File: config.mk
export PLATFORM = sky130hd
export DESIGN_NAME = prbs_share_ctrl
export DESIGN_NICKNAME = d
export VERILOG_FILES = /design/src/rtl/prbs_pkg.sv /design/src/rtl/prbs_rr_pick.sv /design/src/rtl/prbs_share_ctrl.sv
export SDC_FILE = /design/constraint.sdc
export NUM_CORES = 1
export LEC_CHECK = 0
export CAP_MARGIN = 5
export CORE_ASPECT_RATIO = 1.4
export CORE_MARGIN = 4
export CORE_UTILIZATION = 55
export DETAILED_ROUTE_END_ITERATION = 10
export DONT_BUFFER_PORTS = 1
export PLACE_DENSITY = 0.75
export SETUP_SLACK_MARGIN = 0.05
export SLEW_MARGIN = 20
export SYNTH_ARGS = -nofsm -noshare
export SYNTH_HDL_FRONTEND = slang
export SYNTH_SLANG_ARGS = --single-unit
File: constraint.sdc
create_clock -name CLK -period 4.05 [get_ports CLK]
set_input_delay 1.0125 -clock CLK [delete_from_list [all_inputs] [get_ports CLK]]
set_output_delay 1.0125 -clock CLK [all_outputs]
set_load 0.01 [all_outputs]
File: src/rtl/prbs_pkg.sv
// Shared types and width constants for the PRBS generator sharing controller.
package prbs_pkg;

  localparam int NREQ_DEF = 4;
  localparam int LENW_DEF = 16;
  localparam int BYTE_W   = 8;
  localparam int PAT_W    = 32;

  typedef enum logic [2:0] {
    ST_IDLE,
    ST_LOAD,
    ST_PRIME,
    ST_STREAM,
    ST_DONE
  } state_t;

endpackage

File: src/rtl/prbs_rr_pick.sv
// Combinational round-robin picker: first set request at or above ptr, wrapping.
module prbs_rr_pick #(
  parameter int NREQ = 4,
  parameter int PTRW = 2
) (
  input  logic [NREQ-1:0] req,
  input  logic [PTRW-1:0] ptr,
  output logic [NREQ-1:0] win_oh,
  output logic [PTRW-1:0] win_idx,
  output logic            any
);

  int j;

  always_comb begin
    win_oh  = '0;
    win_idx = '0;
    any     = 1'b0;
    j       = 0;
    for (int i = 0; i < NREQ; i++) begin
      j = int'(ptr) + i;
      if (j >= NREQ) j = j - NREQ;
      if (!any && req[j]) begin
        any        = 1'b1;
        win_idx    = PTRW'(j);
        win_oh[j]  = 1'b1;
      end
    end
  end

endmodule

File: src/rtl/prbs_share_ctrl.sv
// Arbitrates one PRBS generator among NREQ requesters, one burst at a time.
module prbs_share_ctrl
  import prbs_pkg::*;
#(
  parameter int NREQ = NREQ_DEF,
  parameter int LENW = LENW_DEF
) (
  input  logic                   CLK,
  input  logic                   RSTn,
  input  logic [NREQ-1:0]        req,
  input  logic [NREQ*PAT_W-1:0]  req_pattern,
  input  logic [NREQ*BYTE_W-1:0] req_n,
  input  logic [NREQ*LENW-1:0]   req_len,
  output logic [NREQ-1:0]        gnt,
  output logic [NREQ-1:0]        done,
  output logic                   gen_rstn,
  output logic [PAT_W-1:0]       gen_pattern,
  output logic [BYTE_W-1:0]      gen_n,
  input  logic [BYTE_W-1:0]      gen_out,
  output logic [BYTE_W-1:0]      dout,
  output logic                   dout_valid
);

  localparam int PTRW = (NREQ > 1) ? $clog2(NREQ) : 1;

  state_t          state;
  logic [PTRW-1:0] ptr;
  logic [PTRW-1:0] cur;
  logic [LENW-1:0] cnt;
  logic [NREQ-1:0] win_oh;
  logic [PTRW-1:0] win_idx;
  logic            any;
  logic [PTRW-1:0] ptr_nxt;

  prbs_rr_pick #(.NREQ(NREQ), .PTRW(PTRW)) u_pick (
    .req     (req),
    .ptr     (ptr),
    .win_oh  (win_oh),
    .win_idx (win_idx),
    .any     (any)
  );

  assign ptr_nxt = (int'(cur) == NREQ - 1) ? '0 : cur + 1'b1;

  always_ff @(posedge CLK or negedge RSTn) begin
    if (!RSTn) begin
      state       <= ST_IDLE;
      ptr         <= '0;
      cur         <= '0;
      cnt         <= '0;
      gnt         <= '0;
      done        <= '0;
      gen_rstn    <= 1'b0;
      gen_pattern <= '0;
      gen_n       <= '0;
      dout        <= '0;
      dout_valid  <= 1'b0;
    end else begin
      done <= '0;
      case (state)
        ST_IDLE: begin
          // Config is captured once here so later input changes cannot disturb the burst.
          if (any) begin
            state       <= ST_LOAD;
            gnt         <= win_oh;
            cur         <= win_idx;
            gen_pattern <= req_pattern[int'(win_idx)*PAT_W +: PAT_W];
            gen_n       <= req_n[int'(win_idx)*BYTE_W +: BYTE_W];
            cnt         <= req_len[int'(win_idx)*LENW +: LENW];
          end
        end
        ST_LOAD: begin
          if (cnt == '0) begin
            state <= ST_DONE;
            done  <= gnt;
            ptr   <= ptr_nxt;
          end else begin
            state    <= ST_PRIME;
            gen_rstn <= 1'b1;
          end
        end
        ST_PRIME: begin
          state <= ST_STREAM;
        end
        ST_STREAM: begin
          // The last capture coincides with the done pulse and the generator reset.
          dout       <= gen_out;
          dout_valid <= 1'b1;
          cnt        <= cnt - 1'b1;
          if (cnt == LENW'(1)) begin
            state    <= ST_DONE;
            done     <= gnt;
            gen_rstn <= 1'b0;
            ptr      <= ptr_nxt;
          end
        end
        ST_DONE: begin
          state      <= ST_IDLE;
          gnt        <= '0;
          dout_valid <= 1'b0;
        end
        default: begin
          state <= ST_IDLE;
        end
      endcase
    end
  end

endmodule

==> impl_metrics.json, run 1 <==
{
  "path_cells": "clkinv_1 -> ha_1 -> mux4_2 -> buf_4 -> o31a_2 -> a221o_1 -> a221o_1 -> and4b_1",
  "cpPeakStageDelay_ps": 690,
  "path_depth": 8,
  "slew_viol_final": 0,
  "syn_area_per_cell_sq_um": 8.08,
  "power.static_leakage_nw": 2.68,
  "die_area_sq_um": 15500,
  "grt.total_usage_pct": 33.5,
  "portBuffers": 0,
  "switching_share_pct": 36.6,
  "internal_power_w": 0.00168,
  "startpoint_type": "flop",
  "grt_pass1_vias": 7607,
  "final.fill_count": 1224,
  "seqPwrFrac_pct": 42.5,
  "vias": 7877,
  "post-dp-hpwl_um": 18500,
  "clk_pin_slew_ps": 70,
  "overflow": 0,
  "root_buffer": "clkbuf_16",
  "cts-htree-levels": 3,
  "power.share.combinational_pct": 27.2,
  "synth_top_area_cell": "dfrtp_1",
  "netlist.area_leader.share_pct": 27.1,
  "area_growth_pct": 4.07,
  "rows": 50,
  "cp_top_family": "compound AO/OA/AOI/OAI gates",
  "ys_types": 62,
  "cp.required_ps": 4280,
  "syn_nets": 1170,
  "drt_iter0_markers": 674,
  "layout.nets": 1103,
  "yosysWarnings": 0,
  "drtAntennaViolNets": 0,
  "synth.area.top_cells": "dfrtp_1 (27%), nand3_1 (7.8%), a221o_1 (7.2%)",
  "setup_violations": 0,
  "synth_top_flop_cell": "dfrtp_1",
  "synth-seq-cells": 81,
  "worstMarginPinSlew_ps": 1090,
  "fp.dieW_um": 106,
  "cts_tree": "done",
  "arrival_ps": 3830,
  "vias_per_cell": 7.55,
  "min_path_type": "input pin to async pin",
  "worst-setup-path-type": "flop to flop",
  "postRouteWirelength_um": 26400,
  "numCtsBuffers": 9,
  "syn_area_sq_um": 7470,
  "min_period_over_period_pct": 88.8,
  "end_kind": "flop",
  "post-cts-setup-buffer-count": 0,
  "antenna-diode-count": 0,
  "clockPowerShare_pct": 30.3,
  "core-area_sq_um": 13300,
  "rsz0062_at_grt": "no",
  "grt_max_degree": 82,
  "start_util_pct": 56.0,
  "crit_top_cell": "a221o_1",
  "relSlewSlack_pct": 27.5,
  "drive_above_1_share_pct": 14.3,
  "whs_ps": 361,
  "critPathBufInv": 2,
  "drc": 0,
  "skew_ps": 6.75,
  "seq_area_frac_synth_pct": 27.1,
  "synth_async_sr_flop_share_pct": 100,
  "synth_edf_count": 0,
  "clock_sinks": 81,
  "reg2reg_depth": 8,
  "clk_path_buf_depth": 2,
  "fp.dieH_um": 146,
  "hold_violations": 0,
  "outcome": "complete, no violations",
  "ir_worst_vdd_mv": 0.186,
  "cp_slowest_cell": "o31a_2",
  "period_needed_ps": 3600,
  "antenna_found_initial": 0,
  "grt_pass1_wl_um": 42200,
  "powerDensity_nw_per_um2": 340,
  "gp_congestion": 0.961,
  "clock_latency_ps": 340,
  "first_pass_iters": 6,
  "tns_ps": 0,
  "synthCells": 924,
  "p_sw_w": 0.000968,
  "cap_violations": 0,
  "ioPinCount": 296,
  "max_clock_freq_mhz": 278,
  "path_max_fanout": 48,
  "wl_per_cell_um": 25.3
}
## worst paths after layout
kind                              from         endpoint  slack [ps]
max in group asynchronous         RSTn  gen_pattern[10]        3460
worst min register to register  cur[1]           cur[1]         510
worst min-delay path              RSTn          done[1]         360
worst max register to register  ptr[0]           cnt[9]         450
worst max-delay path            ptr[0]           cnt[9]         450
min in group CLK                cur[1]           cur[1]         510
## final cells by class
type | count | area (sq um) | share of cell area, %
multi-input combinational | 730 | 4950 | 63.7
sequential | 81 | 2030 | 26.1
timing repair buffer | 27 | 256 | 3.30
tap | 182 | 228 | 2.93
clock buffer | 9 | 225 | 2.90
clock inverter | 7 | 51.3 | 0.660
inverter | 8 | 30.0 | 0.386
## worst register-to-register path, stage by stage, from the launching register on
cell and delay (ps):
dfrtp_4 530, clkinv_1 120, ha_1 450, mux4_2 550, buf_4 220, o31a_2 700
a221o_1 420, a221o_1 310, and4b_1 190
## cells by family after synthesis
group	after synthesis	synth area share (%)
AND/OR/NAND/NOR	418	29.2
flip-flops	81	27.1
AO/OA/AOI/OAI	277	30.7
buffers and inverters	113	7.21
XOR/XNOR	2	0.235
adder cells (fa/ha/maj)	8	1.34
multiplexers	25	4.21
## registers in the layout (all words and copies together) (netlist names)
signal,count
cur,2
cnt,16
gen_n,8
gen_pattern,32
gnt,4
done,4
ptr,2
gen_rstn,1
dout_valid,1
state,3
dout,8
## metrics by stage
step	power [W]	std cells	worst slack [ps]	util (%)	area (sq um)
3_3_place_gp	0.00183	1028	358	56.2	7490
3_5_place_dp	0.00184	1028	363	56.2	7490
6_report	0.00265	1044	454	58.3	7770
2_1_floorplan	0.00168	924	417	-	7470
5_1_grt	0.00278	1044	231	58.3	7770
4_1_cts	0.00264	1044	330	58.3	7770
## Yosys cell counts, types with 6 or more instances
cell,count
nand3_1,116
nor3_1,92
dfrtp_1,81
o21ai_0,73
nor2_1,65
clkbuf_1,63
nand2_1,63
a221o_1,54
a221oi_1,42
a221oi_2,28
nor4_1,27
buf_2,24
a21oi_1,23
nor4_2,18
mux2_2,11
buf_6,10
mux2i_1,10
a22o_1,8
ha_1,8
inv_1,7
or3_1,6
## layer usage
metal / wire [um] / GRT usage (%)
met5: 0 / 0
met4: 1180 / 13.2
met3: 2520 / 8.88
met2: 13300 / 56.8
met1: 9380 / 40.2
## power by group through the flow
stage	combinational [W]	clock [W]	sequential, W
2_1_floorplan	0.000594	0	0.00108
3_3_place_gp	0.000696	0	0.00113
3_5_place_dp	0.000708	0	0.00113
4_1_cts	0.000711	0.000809	0.00112
5_1_grt	0.000794	0.000850	0.00114
6_report	0.000719	0.000803	0.00112
## repair_timing
item,CTS,global route
gates resized for setup,0,1
endpoints found under the setup margin,0,1
hold buffers,0,0
## cells in the final DEF, fill, tap and decap left out, types with 3 or more instances in the layout
cell / n
nor4_2: 18
o211ai_1: 5
dfrtp_1: 80
nor2_1: 65
clkbuf_16: 9
o2111a_1: 3
o31ai_1: 3
a221o_1: 54
o21ai_0: 73
nor3b_1: 3
buf_12: 4
a221oi_2: 28
nand4_1: 3
nand3_1: 115
or3_1: 6
a221oi_1: 42
nor4_1: 27
or2_2: 5
ha_1: 8
a2111oi_0: 4
nand2_1: 63
o221ai_1: 3
buf_4: 22
a311oi_1: 3
a21oi_1: 23
mux2_2: 11
and2_1: 4
a22oi_1: 5
inv_6: 3
inv_1: 7
mux4_2: 3
a31oi_1: 5
a22o_1: 8
mux2i_1: 9
o21a_1: 3
nor3_1: 92
(Power assumes the default switching activity.)
==> run 2: changes to the inputs <==
--- a/config.mk
+++ b/config.mk
@@ -5,13 +5,14 @@
 export SDC_FILE = /design/constraint.sdc
 export NUM_CORES = 1
 export LEC_CHECK = 0
-export CAP_MARGIN = 5
-export CORE_ASPECT_RATIO = 1.4
-export CORE_MARGIN = 4
-export CORE_UTILIZATION = 55
+export ABC_AREA = 1
+export ABC_CLOCK_PERIOD_IN_PS = 4050
+export CAP_MARGIN = 15
+export CORE_AREA = 4 4 112 114
 export DETAILED_ROUTE_END_ITERATION = 10
+export DIE_AREA = 0 0 116 118
 export DONT_BUFFER_PORTS = 1
-export PLACE_DENSITY = 0.75
+export PLACE_DENSITY = 0.71
 export SETUP_SLACK_MARGIN = 0.05
 export SLEW_MARGIN = 20
 export SYNTH_ARGS = -nofsm -noshare
==> run 2 against run 1 <==
- setup slack improved by 320 ps
- sequential cell count unchanged
- sequential power decreased by 27%
- via count decreased by 28%
- critical endpoint is now cnt[12]
==> impl_metrics.json, run 2 <==
{
  "outcome": "complete, no violations",
  "setup_violations": 0,
  "drc": 0,
  "wl_per_cell_um": 18.2,
  "netlist.area_leader.share_pct": 34.3,
  "path_max_fanout": 49,
  "die_area_sq_um": 13700,
  "ir_worst_vdd_mv": 0.166,
  "antenna_found_initial": 1,
  "first_pass_iters": 7,
  "yosysMostFrequentCell": "nand2_1",
  "max_clock_freq_mhz": 305,
  "cts-htree-levels": 3,
  "portBuffers": 0,
  "rows": 39,
  "synth_top_flop_cell": "dfrtp_1",
  "synth_common_cells": "nand2_1 (299), nor2_1 (99), inv_1 (88), nand3_1 (83), dfrtp_1 (81)",
  "fp.dieW_um": 116,
  "arrival_ps": 3500,
  "hold_violations": 0,
  "grt_max_degree": 99,
  "postRouteWirelength_um": 18400,
  "end_kind": "flop",
  "drtAntennaViolNets": 0,
  "power.share.combinational_pct": 11.1,
  "grt_pass1_vias": 5455,
  "period_needed_ps": 3280,
  "fp.dieH_um": 118,
  "vias": 5701,
  "powerDensity_nw_per_um2": 289,
  "area_growth_pct": 3.89,
  "seqPwrFrac_pct": 46.0,
  "root_buffer": "clkbuf_16",
  "clock_latency_ps": 330,
  "stdcell_area_sq_um": 6150,
  "yosysWarnings": 0,
  "numCtsBuffers": 9,
  "min_path_type": "input pin to async pin",
  "final_cell_mix": "nand2_1 (299), nor2_1 (99), inv_1 (88)",
  "cp.required_ps": 4270,
  "gp_congestion": 0.907,
  "syn_nets": 1140,
  "start_util_pct": 51.8,
  "post-cts-setup-buffer-count": 0,
  "slew_viol_final": 0,
  "ioPinCount": 296,
  "ys_types": 40,
  "layout.nets": 1110,
  "utilization_pct": 53.8,
  "synth_async_sr_flop_share_pct": 100,
  "relSlewSlack_pct": 53.9,
  "synth_top_area_cell": "dfrtp_1",
  "rsz0062_at_grt": "no",
  "post-dp-hpwl_um": 13900,
  "max_flop_register": "gen_pattern",
  "grt_pass1_wl_um": 29200,
  "cts_tree": "done",
  "ctsResizeCount": 0,
  "overflow": 0,
  "power.static_leakage_nw": 3.25,
  "clk_pin_slew_ps": 60,
  "synth-seq-cells": 81,
  "clockPowerShare_pct": 42.8,
  "synth.area.top_cells": "dfrtp_1 (34%), nand2_1 (19%), nand3_1 (7.0%)",
  "drt_iter0_markers": 355,
  "internal_power_w": 0.00132,
  "drive_above_1_share_pct": 8.19,
  "min_period_over_period_pct": 81.0,
  "seq_area_frac_synth_pct": 34.3,
  "syn_area_per_cell_sq_um": 6.62,
  "syn_area_sq_um": 5920,
  "largest_register_ff_count": 32,
  "skew_ps": 5.59,
  "grt.total_usage_pct": 26.8,
  "layout_commonest_cell": "nand2_1",
  "clock_sinks": 81,
  "core-area_sq_um": 11400,
  "placed_cell_area_sq_um": 5870,
  "reg.largest.list": "gen_pattern x32, cnt x16",
  "tns_ps": 0,
  "synthCells": 894,
  "startpoint_type": "flop",
  "synth_edf_count": 0,
  "worstMarginPinSlew_ps": 691,
  "cap_violations": 0,
  "cts_hold_buf": 0,
  "switching_share_pct": 25.6,
  "clk_path_buf_depth": 2,
  "p_sw_w": 0.000455,
  "vias_per_cell": 5.64,
  "worst-setup-path-type": "flop to flop"
}
run 2: changes by cell type after synthesis, moves of 34 or more:
cell,previous run,this run
nand2_1,63,299
o21ai_0,73,31
o211ai_1,5,43
inv_1,7,88
nor2_1,65,99
a221o_1,54,0
clkbuf_1,63,10
a221oi_1,42,0
nor3_1,92,7
run 2: layout make-up:
| class | instances | area, sq um |
|---|---|---|
| clock inverters | 3 | 17.5 |
| diodes | 1 | 2.50 |
| inverters | 96 | 365 |
| flip-flops and latches | 81 | 2030 |
| clock buffers | 11 | 253 |
| repair buffers | 6 | 70.1 |
| multi-input cells | 670 | 3230 |
| well taps | 143 | 179 |
| fillers | 1162 | 5270 |
run 2: worst max-delay path: stages, from the launching register on:
cell and delay, ps:
dfrtp_1 630, inv_6 100, ha_1 390, inv_2 110, nand3_2 140, nand2_4 130, nand4_4 130, inv_2 130
nand2_2 80, nand2_4 430, nand2_2 480, inv_1 180, nand2_1 60, a21oi_1 110, nor2_1 50
run 2: metal layers:
metal,part of all wire (%),vias to the layer above,GRT usage [%],routed length (um)
met5,0,-,0,0
met4,2.1,0,7.54,389
met3,7.2,28,6.07,1320
met2,52,225,46.0,9510
met1,39,2656,33.3,7140
li1,-,2792,-,-
run 2: per-stage QoR:
stage               setup WS [ps]  power, W  hold slack, ps  std cells
floorplan                    1670   0.00101             462        894
global route                  412   0.00186             359       1011
detailed placement            788   0.00103             483        996
global placement              846   0.00103             479        996
CTS                           767   0.00179             366       1010
finish                        771   0.00178             377       1011
run 2: kinds of logic after synthesis:
| family | after synthesis | share of synthesized area [%] |
|---|---|---|
| and+or+nand+nor | 548 | 40.5 |
| buffers and inverters | 143 | 11.1 |
| AOI/OAI and AO/OA | 111 | 12.0 |
| DFF | 81 | 34.3 |
| adders and majority gates | 8 | 1.69 |
| xor gates and xnor gates | 3 | 0.444 |
run 2: worst paths after layout:
check,slack [ps],end,start,depth (start not counted)
worst max-delay path,770,cnt[12],ptr[0],14
worst min-delay path,380,gnt[3],RSTn,0
worst max register to register,770,cnt[12],ptr[0],14
worst min register to register,500,ptr[0],cur[0],1
max in group asynchronous,3520,gen_pattern[25],RSTn,0
min in group CLK,500,ptr[0],cur[0],1
run 2: power groups by stage:
stage | clock (W) | sequential (W) | combinational (W)
global placement | 0 | 0.000833 | 0.000197
finish | 0.000761 | 0.000818 | 0.000198
floorplan | 0 | 0.000832 | 0.000175
detailed placement | 0 | 0.000833 | 0.000198
CTS | 0.000772 | 0.000819 | 0.000199
global route | 0.000816 | 0.000818 | 0.000226
==> run 3: changes to the inputs <==
--- a/config.mk
+++ b/config.mk
@@ -6,7 +6,7 @@
 export NUM_CORES = 1
 export LEC_CHECK = 0
 export ABC_AREA = 1
-export ABC_CLOCK_PERIOD_IN_PS = 4050
+export ABC_CLOCK_PERIOD_IN_PS = 3350
 export CAP_MARGIN = 15
 export CORE_AREA = 4 4 112 114
 export DETAILED_ROUTE_END_ITERATION = 10
==> constraint.sdc (replaced) <==
create_clock -name CLK -period 3.35 [get_ports CLK]
set_input_delay 0.8375 -clock CLK [delete_from_list [all_inputs] [get_ports CLK]]
set_output_delay 0.8375 -clock CLK [all_outputs]
set_load 0.01 [all_outputs]
==> run 3 against run 2 <==
- core utilization is 1.1 points higher
- die area stayed put
- sequential share of layout area is 0.64 points lower
- setup slack worse by 190 ps
- count of clock-buffer cells in the layout stayed put
- sequential cell count stayed put
- non-clock buffer count is 6 higher
- critical path depth is 1 lower
- via count hardly changed
- sequential power is 21% higher
- total power is 30% higher
- clock power is 42% higher
==> impl_metrics.json, run 3 (synthesized netlist as in run 2, its figures left out) <==
{
  "portBuffers": 0,
  "clk_pin_slew_ps": 60,
  "fp.dieH_um": 118,
  "cts_tree": "done",
  "startpoint_type": "flop",
  "switching_share_pct": 24.5,
  "regArea_sq_um": 2030,
  "clockPowerShare_pct": 46.6,
  "post-dp-hpwl_um": 13800,
  "cap_violations": 0,
  "whs_ps": 192,
  "final_cell_mix": "nand2_1 (299), nor2_1 (99), inv_1 (88)",
  "arrival_ps": 2980,
  "power.share.combinational_pct": 10.7,
  "relSlewSlack_pct": 55.5,
  "reg.largest.list": "gen_pattern x32, cnt x16",
  "overflow": 0,
  "grt_pass1_vias": 5255,
  "internal_power_w": 0.00175,
  "setup_violations": 0,
  "ir_worst_vdd_mv": 0.266,
  "layout.nets": 1116,
  "min_path_type": "input pin to async pin",
  "slew_viol_final": 0,
  "first_pass_iters": 5,
  "rsz0062_at_grt": "no",
  "worstMarginPinSlew_ps": 665,
  "outcome": "complete, no violations",
  "numCtsBuffers": 9,
  "p_sw_w": 0.000567,
  "path_max_fanout": 87,
  "vias": 5706,
  "layout_commonest_cell": "nand2_1",
  "tns_ps": 0,
  "drive_above_1_share_pct": 8.91,
  "drc": 0,
  "gp_congestion": 0.948,
  "min_period_over_period_pct": 82.5,
  "r2r_setup_slack_ps": 590,
  "cts-htree-levels": 3,
  "max_clock_freq_mhz": 362,
  "clock_latency_ps": 340,
  "grt_pass1_wl_um": 28400,
  "antenna_found_initial": 0,
  "root_buffer": "clkbuf_16",
  "core-area_sq_um": 11400,
  "rows": 39,
  "ctsResizeCount": 0,
  "start_util_pct": 51.8,
  "powerDensity_nw_per_um2": 369,
  "end_kind": "flop",
  "period_needed_ps": 2760,
  "clk_path_buf_depth": 2,
  "area_growth_pct": 5.94,
  "drtAntennaViolNets": 0,
  "vias_per_cell": 5.60,
  "ioPinCount": 296,
  "fp.dieW_um": 116,
  "largest_register_ff_count": 32,
  "seqPwrFrac_pct": 42.8,
  "grt.total_usage_pct": 26.2,
  "max_flop_register": "gen_pattern",
  "cts_hold_buf": 0,
  "postRouteWirelength_um": 18300,
  "drt_iter0_markers": 369,
  "post-cts-setup-buffer-count": 0,
  "multiInputGateArea_sq_um": 3230,
  "power.static_leakage_nw": 3.32,
  "wl_per_cell_um": 18.0,
  "skew_ps": 6.27,
  "cp.required_ps": 3570,
  "grt_max_degree": 88,
  "clock_sinks": 81,
  "hold_violations": 0,
  "worst-setup-path-type": "flop to flop",
  "final.fill_count": 1182,
  "utilization_pct": 54.9,
  "die_area_sq_um": 13700
}
run 3: final cells by class:
type                    count  share of cell area (%)
multi-input cells         670                    51.6
flip-flops and latches     81                    32.3
inverters                  96                    5.83
clock buffers              11                    3.87
well taps                 143                    2.85
repair buffers             12                    2.24
clock inverters             5                    1.26
diodes                      1                  0.0399
run 3: power groups by stage:
stage	sequential (W)	combinational [W]	clock, W
finish	0.000989	0.000246	0.00108
global route	0.000989	0.000280	0.00113
CTS	0.000989	0.000246	0.00110
detailed placement	0.00101	0.000245	0
global placement	0.00101	0.000243	0
floorplan	0.00101	0.000211	0
run 3: metal layers:
metal	vias up	GRT usage (%)	part of all wire, %
met2	231	43.0	50
met4	0	9.43	2.6
met1	2632	33.2	40
li1	2809	-	-
met3	34	6.53	7.5
met5	-	0	0
run 3: metrics by stage:
stage | area (sq um) | worst slack, ps | power [W] | cells
6_report | 6270 | 586 | 0.00231 | 1019
5_1_grt | 6270 | 365 | 0.00240 | 1018
4_1_cts | 6270 | 636 | 0.00233 | 1018
3_5_place_dp | 5940 | 637 | 0.00125 | 1002
3_3_place_gp | 5940 | 673 | 0.00125 | 1002
2_1_floorplan | 5920 | 1090 | 0.00122 | 894
run 3: worst max-delay path, stage by stage, from the launching register on:
cell	delay [ps]
dfrtp_1	450
inv_2	110
ha_1	380
inv_2	80
nand3_2	120
nand2_4	90
nor2_4	170
nor2_2	50
nand2_2	220
nand2_4	160
buf_12	230
or2_2	340
o211ai_1	90
nand3_1	90
run 3: worst paths after layout:
check                        from               to  cells past startpoint
hold reg to reg            cur[0]           ptr[0]                      1
hold / removal               RSTn           gnt[1]                      0
max in group asynchronous    RSTn          cnt[15]                      0
setup / recovery           ptr[1]  gen_pattern[15]                     13
min in group CLK           cur[0]           ptr[0]                      1
setup reg to reg           ptr[1]  gen_pattern[15]                     13
